`config.mk`:
```
export PLATFORM = sky130hd
export DESIGN_NAME = cnn_seq_ctrl_flat
export DESIGN_NICKNAME = d
export VERILOG_FILES = /design/src/rtl/cnn_pkg.sv /design/src/rtl/cnn_seq_ctrl_if.sv /design/src/rtl/cnn_argmax.sv /design/src/rtl/cnn_seq_ctrl.sv /design/src/flat_wrapper.sv
export SDC_FILE = /design/constraint.sdc
export NUM_CORES = 1
export LEC_CHECK = 0
export ABC_AREA = 1
export ABC_CLOCK_PERIOD_IN_PS = 3400
export CORE_AREA = 2 2 94 96
export CTS_CLUSTER_DIAMETER = 150
export DETAILED_ROUTE_END_ITERATION = 10
export DIE_AREA = 0 0 96 98
export GPL_TIMING_DRIVEN = 0
export HOLD_SLACK_MARGIN = 0.05
export PLACE_DENSITY = 0.48
export REMOVE_ABC_BUFFERS = 1
export SYNTH_ARGS = -nofsm -noshare
export SYNTH_HDL_FRONTEND = slang
export SYNTH_SLANG_ARGS = --single-unit
export TNS_END_PERCENT = 1
```
`constraint.sdc`:
```
create_clock -name clk -period 3.4 [get_ports clk]
set_input_delay 0.68 -clock clk [delete_from_list [all_inputs] [get_ports clk]]
set_output_delay 0.68 -clock clk [all_outputs]
set_load 0.01 [all_outputs]
```
`src/rtl/cnn_pkg.sv`:
```
// cnn_pkg: sequencer state encoding, default sizes and the watchdog error byte
package cnn_pkg;
    typedef enum logic [2:0] {IDLE, LAUNCH, WAIT, ARGMAX, TX, WAIT_TX, ERR} state_t;
    localparam int DEF_DATA_W = 18;
    localparam int DEF_N_CLASS = 16;
    localparam logic [7:0] ERR_BYTE = 8'hFF;
endpackage

```
`src/rtl/cnn_seq_ctrl_if.sv`:
```
// cnn_seq_ctrl_if: host, layer, dense-readout and UART signals of the sequencer.
//   strt in host start | tx_done UART complete | l_rdy/l_strt per-layer handshake
//   res_idx/res_din dense readout | bsy busy | trmt/dout UART request | err watchdog
//   master = environment side, slave = sequencer side
interface cnn_seq_ctrl_if #(
    parameter int N_LAYERS = 5,
    parameter int N_CLASS = cnn_pkg::DEF_N_CLASS,
    parameter int DATA_W = cnn_pkg::DEF_DATA_W
);
    logic strt, tx_done, bsy, trmt, err;
    logic [N_LAYERS-1:0] l_rdy, l_strt;
    logic [$clog2(N_CLASS)-1:0] res_idx;
    logic signed [DATA_W-1:0] res_din;
    logic [7:0] dout;
    modport master(output strt, tx_done, l_rdy, res_din, input l_strt, res_idx, bsy, trmt, dout, err);
    modport slave(input strt, tx_done, l_rdy, res_din, output l_strt, res_idx, bsy, trmt, dout, err);
endinterface

```
`src/rtl/cnn_argmax.sv`:
```
// cnn_argmax: serial signed max-with-index tracker; idx==0 loads unconditionally, ties keep the lower index.
//   clk, rst_n | clr zero the tracker | en sample val/idx | best_val, best_idx result
module cnn_argmax
    import cnn_pkg::*;
#(
    parameter int DATA_W = DEF_DATA_W,
    parameter int IW = 4
) (
    input  logic                     clk,
    input  logic                     rst_n,
    input  logic                     clr,
    input  logic                     en,
    input  logic signed [DATA_W-1:0] val,
    input  logic [IW-1:0]            idx,
    output logic signed [DATA_W-1:0] best_val,
    output logic [IW-1:0]            best_idx
);
    always_ff @(posedge clk or negedge rst_n)
        if (!rst_n) begin
            best_val <= '0;
            best_idx <= '0;
        end else if (clr) begin
            best_val <= '0;
            best_idx <= '0;
        end else if (en && (idx == '0 || val > best_val)) begin
            best_val <= val;
            best_idx <= idx;
        end
endmodule

```
`src/rtl/cnn_seq_ctrl.sv`:
```
// cnn_seq_ctrl: CNN layer sequencer, serial argmax of the dense outputs and UART result handoff.
//   clk, rst_n (async active-low) | bus: cnn_seq_ctrl_if.slave (strt, tx_done, l_rdy, l_strt,
//   res_idx, res_din, bsy, trmt, dout, err). Optional CNN_SEQ_WDOG_EN adds a per-layer watchdog.
module cnn_seq_ctrl
    import cnn_pkg::*;
#(
    parameter int N_LAYERS = 5,
    parameter int N_CLASS = DEF_N_CLASS,
    parameter int DATA_W = DEF_DATA_W
`ifdef CNN_SEQ_WDOG_EN
    , parameter int WDOG_CYC = 2**20
`endif
) (
    input logic clk,
    input logic rst_n,
    cnn_seq_ctrl_if.slave bus
);
    localparam int LW = $clog2(N_LAYERS);
    localparam int IW = $clog2(N_CLASS);
    state_t state, nxt;
    logic [LW-1:0] layer, layer_nxt;
    logic [IW-1:0] idx, idx_nxt, best_idx;
    logic signed [DATA_W-1:0] unused_best_val;
    logic [7:0] dout_q;
    logic bsy_q, err_q, timeout;
    always_comb begin
        nxt = state;
        layer_nxt = layer;
        idx_nxt = idx;
        case (state)
            IDLE: if (bus.strt) begin
                nxt = LAUNCH;
                layer_nxt = '0;
            end
            LAUNCH: nxt = WAIT;
            WAIT: if (bus.l_rdy[layer]) begin
                nxt = layer == LW'(N_LAYERS - 1) ? ARGMAX : LAUNCH;
                layer_nxt = layer == LW'(N_LAYERS - 1) ? layer : layer + 1'b1;
            end else if (timeout) nxt = ERR;
            ARGMAX: begin
                nxt = idx == IW'(N_CLASS - 1) ? TX : ARGMAX;
                idx_nxt = idx == IW'(N_CLASS - 1) ? '0 : idx + 1'b1;
            end
            TX: nxt = WAIT_TX;
            WAIT_TX: if (bus.tx_done) nxt = IDLE;
            default: nxt = IDLE;
        endcase
    end
    always_ff @(posedge clk or negedge rst_n)
        if (!rst_n) begin
            state <= IDLE;
            layer <= '0;
            idx <= '0;
            dout_q <= '0;
            bsy_q <= 1'b0;
        end else begin
            state <= nxt;
            layer <= layer_nxt;
            idx <= idx_nxt;
            dout_q <= bus.dout;
            bsy_q <= nxt != IDLE && nxt != ERR;
        end
    cnn_argmax #(.DATA_W(DATA_W), .IW(IW)) u_argmax (
        .clk(clk),
        .rst_n(rst_n),
        .clr(state == IDLE && bus.strt),
        .en(state == ARGMAX),
        .val(bus.res_din),
        .idx(idx),
        .best_val(unused_best_val),
        .best_idx(best_idx)
    );
    // dout is live in TX/ERR and otherwise replays the byte captured from itself
    assign bus.dout = state == TX ? 8'(best_idx) : state == ERR ? ERR_BYTE : dout_q;
    assign bus.l_strt = state == LAUNCH ? N_LAYERS'(1) << layer : '0;
    assign bus.res_idx = idx;
    assign bus.trmt = state == TX || state == ERR;
    assign bus.bsy = bsy_q;
    assign bus.err = err_q;
`ifdef CNN_SEQ_WDOG_EN
    localparam int CW = $clog2(WDOG_CYC);
    logic [CW-1:0] cnt;
    always_ff @(posedge clk or negedge rst_n)
        if (!rst_n) begin
            cnt <= '0;
            err_q <= 1'b0;
        end else begin
            cnt <= state == LAUNCH ? '0 : state == WAIT ? cnt + 1'b1 : cnt;
            err_q <= nxt == ERR ? 1'b1 : state == IDLE && bus.strt ? 1'b0 : err_q;
        end
    // ERR is entered exactly WDOG_CYC clocks after the layer's l_strt cycle
    assign timeout = cnt == CW'(WDOG_CYC - 2);
`else
    assign timeout = 1'b0;
    assign err_q = 1'b0;
`endif
endmodule

```
`src/flat_wrapper.sv`:
```
// flat-port wrapper written by rule: the top's interface ports become plain ports
module cnn_seq_ctrl_flat import cnn_pkg::*;
#(
    parameter int N_LAYERS = 5,
    parameter int N_CLASS = DEF_N_CLASS,
    parameter int DATA_W = DEF_DATA_W

)
  (clk, rst_n, bus_strt, bus_tx_done, bus_l_rdy, bus_res_din, bus_l_strt, bus_res_idx, bus_bsy, bus_trmt, bus_dout, bus_err);
  cnn_seq_ctrl_if #(.N_LAYERS(N_LAYERS), .N_CLASS(N_CLASS), .DATA_W(DATA_W)) bus_i ();
  input logic clk;
  input logic rst_n;
  input wire logic [$bits(bus_i.strt)-1:0] bus_strt;
  input wire logic [$bits(bus_i.tx_done)-1:0] bus_tx_done;
  input wire logic [$bits(bus_i.l_rdy)-1:0] bus_l_rdy;
  input wire logic [$bits(bus_i.res_din)-1:0] bus_res_din;
  output wire logic [$bits(bus_i.l_strt)-1:0] bus_l_strt;
  output wire logic [$bits(bus_i.res_idx)-1:0] bus_res_idx;
  output wire logic [$bits(bus_i.bsy)-1:0] bus_bsy;
  output wire logic [$bits(bus_i.trmt)-1:0] bus_trmt;
  output wire logic [$bits(bus_i.dout)-1:0] bus_dout;
  output wire logic [$bits(bus_i.err)-1:0] bus_err;
  assign bus_i.strt = bus_strt;
  assign bus_i.tx_done = bus_tx_done;
  assign bus_i.l_rdy = bus_l_rdy;
  assign bus_i.res_din = bus_res_din;
  assign bus_l_strt = bus_i.l_strt;
  assign bus_res_idx = bus_i.res_idx;
  assign bus_bsy = bus_i.bsy;
  assign bus_trmt = bus_i.trmt;
  assign bus_dout = bus_i.dout;
  assign bus_err = bus_i.err;
  cnn_seq_ctrl #(.N_LAYERS(N_LAYERS), .N_CLASS(N_CLASS), .DATA_W(DATA_W)) u_core (.clk(clk), .rst_n(rst_n), .bus(bus_i));
endmodule
```
==> flow_metrics.env <==
export IMPL_place_ws_ns=0.285
export IMPL_grt_start_max_net_pins=30
export IMPL_synth_seq_cells=41
export IMPL_muxShareOfSynthArea_pct=0
export IMPL_postRouteAntennaNets=0
export IMPL_grt_use_met2_pct=20.0
export IMPL_routedWlPerCell_um=11.6
export IMPL_synth_enable_flop_cells=0
export IMPL_synth_top_cells_by_area="sky130_fd_sc_hd__dfrtp_1 40%, sky130_fd_sc_hd__ha_1 12%, sky130_fd_sc_hd__nand2_1 8.9%"
export IMPL_max_clock_path_buffers=2
export IMPL_cts_clk_slew_worst_paths_ns=0.09
export IMPL_cts_resized=0
export IMPL_timing_critical_path_mode_cell="sky130_fd_sc_hd__inv_2"
export IMPL_yosys_area_share_xor_xnor_pct=0.342
export IMPL_clock_skew_final_ns=0.0111
export IMPL_design_die_area_um2=9410
export IMPL_ys_async_sr_fraction_pct=100
export IMPL_initial_core_util_pct=30.2
export IMPL_synth_cell_area_um2=2560
export IMPL_cts_root_buffer_cell="sky130_fd_sc_hd__clkbuf_8"
export IMPL_clock_sinks=41
export IMPL_initialDrtViolationCount=78
export IMPL_synth_compound_area_share_pct=4.89
export IMPL_num_antenna_cells=0
export IMPL_cts_max_level=2
export IMPL_p_comb_share_pct=47.8
export IMPL_layout_nets=399
export IMPL_critPathArrivalTime_ns=2.26
export IMPL_viasPerCell=4.45
export IMPL_timing_worst_setup_path_type="flip-flop to output port"
export IMPL_finalWirelength_um=5280
export IMPL_r2r_end="u_core.u_argmax.best_val[0]"
export IMPL_report_final_hold_viol_count=0
export IMPL_power_share_clock_pct=19.6
export IMPL_tns_ns=0
export IMPL_synth_warnings=0
export IMPL_clkLatencyLatePin_ns=0.30
export IMPL_crit_path_start_kind="flip-flop"
export IMPL_synth_top_cells_by_count="61 x sky130_fd_sc_hd__nand2_1, 41 x sky130_fd_sc_hd__dfrtp_1, 36 x sky130_fd_sc_hd__inv_1, 36 x sky130_fd_sc_hd__nand3_1, 26 x sky130_fd_sc_hd__nor2_1"
export IMPL_cts_hold_buf=0
export IMPL_grt_busiest_layer="met2"
export IMPL_cap_violations=0
export IMPL_critical_path_slowest_cell="sky130_fd_sc_hd__clkdlybuf4s50_1"
export IMPL_post_route_worst_setup_slack_ns=0.460
export IMPL_post_place_cells=448
export IMPL_floorplan_io_pins=47
export IMPL_p_r_area_growth_vs_syn_pct=26.3
export IMPL_synthMostInstantiatedCell="sky130_fd_sc_hd__nand2_1"
export IMPL_synth_fa_ha_area_share_pct=12.2
export IMPL_postCtsSetupRepairBufs=0
export IMPL_slack_of_the_worst_reg_to_reg_path_ns=1.05
export IMPL_p_seq_share_pct=32.6
export IMPL_synth_area_in_simple_gates_pct=31.7
export IMPL_crit_reg2reg_launch="u_core.u_argmax.best_val[17]"
export IMPL_timing_critical_path_slowest_cell_delay_ns=0.47
export IMPL_ys_types=28
export IMPL_vias=2031
export IMPL_rr_worst_depth=13
export IMPL_rsz0062_at_grt="no"
export IMPL_globalRouteMet1Util_pct=15.8
export IMPL_timing_final_setup_violations=0
export IMPL_run_status="finished clean"
export IMPL_io_port_bufs=45
export IMPL_drive_gt1_share_pct=14.4
export IMPL_core_area_um2=8470
export IMPL_gp_congestion=0.715
export IMPL_fmax_mhz=340
export IMPL_max_vdd_ir_drop_uv=249
export IMPL_synth_area_leader_cell="sky130_fd_sc_hd__dfrtp_1"
export IMPL_dp_hpwl_um=3870
export IMPL_measured_slew_at_the_worst_slew_check_pin_ns=0.795
export IMPL_final_max_slew_viol_count=0
export IMPL_antenna_found_initial=0
export IMPL_syn_avg_cell_area_um2=8.47
export IMPL_hold_path_class="input pin to asynchronous set/reset pin"
export IMPL_n_fill_cell=883
export IMPL_post_layout_nonfiller_instances=456
export IMPL_required_time_reported_for_the_critical_path_endpoint_ns=2.72
export IMPL_dieHeight_um=98
export IMPL_critPathBufInv=5
export IMPL_number_of_cells_produced_by_synthesis=302
export IMPL_synth_sequential_area_ratio_pct=40.1
export IMPL_switching_share_pct=41.1
export IMPL_cts_tree="yes"
export IMPL_int_power_mw=1.45
export IMPL_gr_total_overflow=0
export IMPL_worst_setup_path_end_kind="output port"
export IMPL_timing_critical_path_fanout_max=10
export IMPL_grt_pass1_vias=1914
export IMPL_timing_critical_path_max_delay_family="buffers and inverters"
export IMPL_row_count=34
export IMPL_drt_first_pass_iters=4
export IMPL_synth_top_area_share_pct=40.1
export IMPL_global_route_total_usage_across_every_layer_pct=12.1
export IMPL_drc=0
export IMPL_net_switching_power_mw=1.01
export IMPL_maxSlewHeadroom_pct=47.0
export IMPL_grt_use_met3_pct=3.01
export IMPL_min_period_over_period_pct=86.5
export IMPL_finalCriticalPeriod_ns=2.94
export IMPL_power_density_nw_per_um2=760
export IMPL_dominant_combinational_cell_family_by_area_after_synthesis="simple AND/OR/NAND/NOR gates"
export IMPL_power_leakage_nw=1.58
export IMPL_synth_main_ff_cell="sky130_fd_sc_hd__dfrtp_1"
export IMPL_cts_inserted_buffers=5
export IMPL_chipWidth_um=96
export IMPL_cp_cell_instances="inv_2 > nor2_2 > inv_2 > nor2_1 > inv_2 > o22ai_1 > inv_1 > clkdlybuf4s50_1"
export IMPL_grt_first_pass_wirelength_um=9040
[flip-flops by register name, indices dropped and copies added, names as in the netlist]
register and count:
u_core.bus.bsy 1, u_core.bus.res_idx 4, u_core.dout_q 8, u_core.layer 3, u_core.state 3, u_core.u_argmax.best_idx 4, u_core.u_argmax.best_val 18
[layout make-up]
cell class / count / area (um2) / share of cell area (%)
repair buffers: 48 / 492 / 15.2
multi-input cells: 206 / 1270 / 39.3
clock inverters: 3 / 68.8 / 2.13
well taps: 108 / 135 / 4.18
clock buffers: 5 / 68.8 / 2.13
flip-flops and latches: 41 / 1030 / 31.8
inverters: 45 / 169 / 5.23
[cell families (layout without fill, tap and decap cells)]
group                    after synthesis  in the layout
XOR/XNOR                               1              1
other                                  1              1
AO/OA/AOI/OAI                         22             22
AND/OR/NAND/NOR                      157            157
buffers and inverters                 55            101
flip-flops                            41             41
adder cells (fa/ha/maj)               25             25
[how the worst max path moves through the flow]
stage,from,to,slack (ns),cells after the start
final,u_core.state[2],bus_dout[2],0.46,8
after global routing,u_core.state[0],bus_dout[2],0.17,7
after CTS,u_core.state[0],bus_dout[2],0.42,7
after detailed placement,bus_res_din[17],u_core.u_argmax.best_val[11],0.28,13
after global placement,u_core.state[1],u_core.u_argmax.best_val[11],-0.98,5
after floorplan,u_core.state[2],u_core.u_argmax.best_val[11],0.52,4
[placed cells by master, fill, tap and decap left out]
cell type	instances
sky130_fd_sc_hd__a211oi_1	1
sky130_fd_sc_hd__a21o_1	1
sky130_fd_sc_hd__a21oi_1	5
sky130_fd_sc_hd__buf_12	1
sky130_fd_sc_hd__buf_2	1
sky130_fd_sc_hd__buf_6	1
sky130_fd_sc_hd__buf_8	1
sky130_fd_sc_hd__bufinv_16	2
sky130_fd_sc_hd__clkbuf_8	5
sky130_fd_sc_hd__clkdlybuf4s50_1	44
sky130_fd_sc_hd__clkinv_1	2
sky130_fd_sc_hd__conb_1	1
sky130_fd_sc_hd__dfrtp_1	41
sky130_fd_sc_hd__ha_1	25
sky130_fd_sc_hd__inv_1	36
sky130_fd_sc_hd__inv_2	7
sky130_fd_sc_hd__inv_6	1
sky130_fd_sc_hd__nand2_1	61
sky130_fd_sc_hd__nand2_2	3
sky130_fd_sc_hd__nand2_4	2
sky130_fd_sc_hd__nand3_1	35
sky130_fd_sc_hd__nand3_2	22
sky130_fd_sc_hd__nand4_1	3
sky130_fd_sc_hd__nor2_1	26
sky130_fd_sc_hd__nor2_2	2
sky130_fd_sc_hd__nor2_4	1
sky130_fd_sc_hd__nor3_1	1
sky130_fd_sc_hd__nor3_2	1
sky130_fd_sc_hd__o21ai_1	8
sky130_fd_sc_hd__o21bai_1	1
sky130_fd_sc_hd__o22ai_1	6
sky130_fd_sc_hd__xnor2_1	1
[metal layers]
metal	routed length [um]	vias to the layer above
li1	-	1068
met1	2590	921
met2	2450	39
met3	210	3
met4	20	0
met5	0	-
[per-stage QoR]
stage / total power [mW] / instance area (um2) / hold slack, ns / utilization (%)
after CTS: 2.49 / 3230 / 0.279 / 38.2
final: 2.45 / 3230 / 0.277 / 38.2
after global routing: 2.69 / 3230 / 0.278 / 38.2
after global placement: 1.95 / 3040 / 0.484 / 35.9
after detailed placement: 2.00 / 3090 / 0.489 / 36.5
after floorplan: 1.57 / 2460 / 0.384 / -
[power groups by stage]
| stage | Sequential (mW) | Combinational (mW) | Clock (mW) |
|---|---|---|---|
| floorplan | 0.797 | 0.773 | 0 |
| global route | 0.823 | 1.34 | 0.522 |
| detailed placement | 0.813 | 1.19 | 0 |
| global placement | 0.808 | 1.14 | 0 |
| finish | 0.800 | 1.17 | 0.481 |
| CTS | 0.803 | 1.19 | 0.500 |
Note: power is estimated with default switching activity, not from simulation.
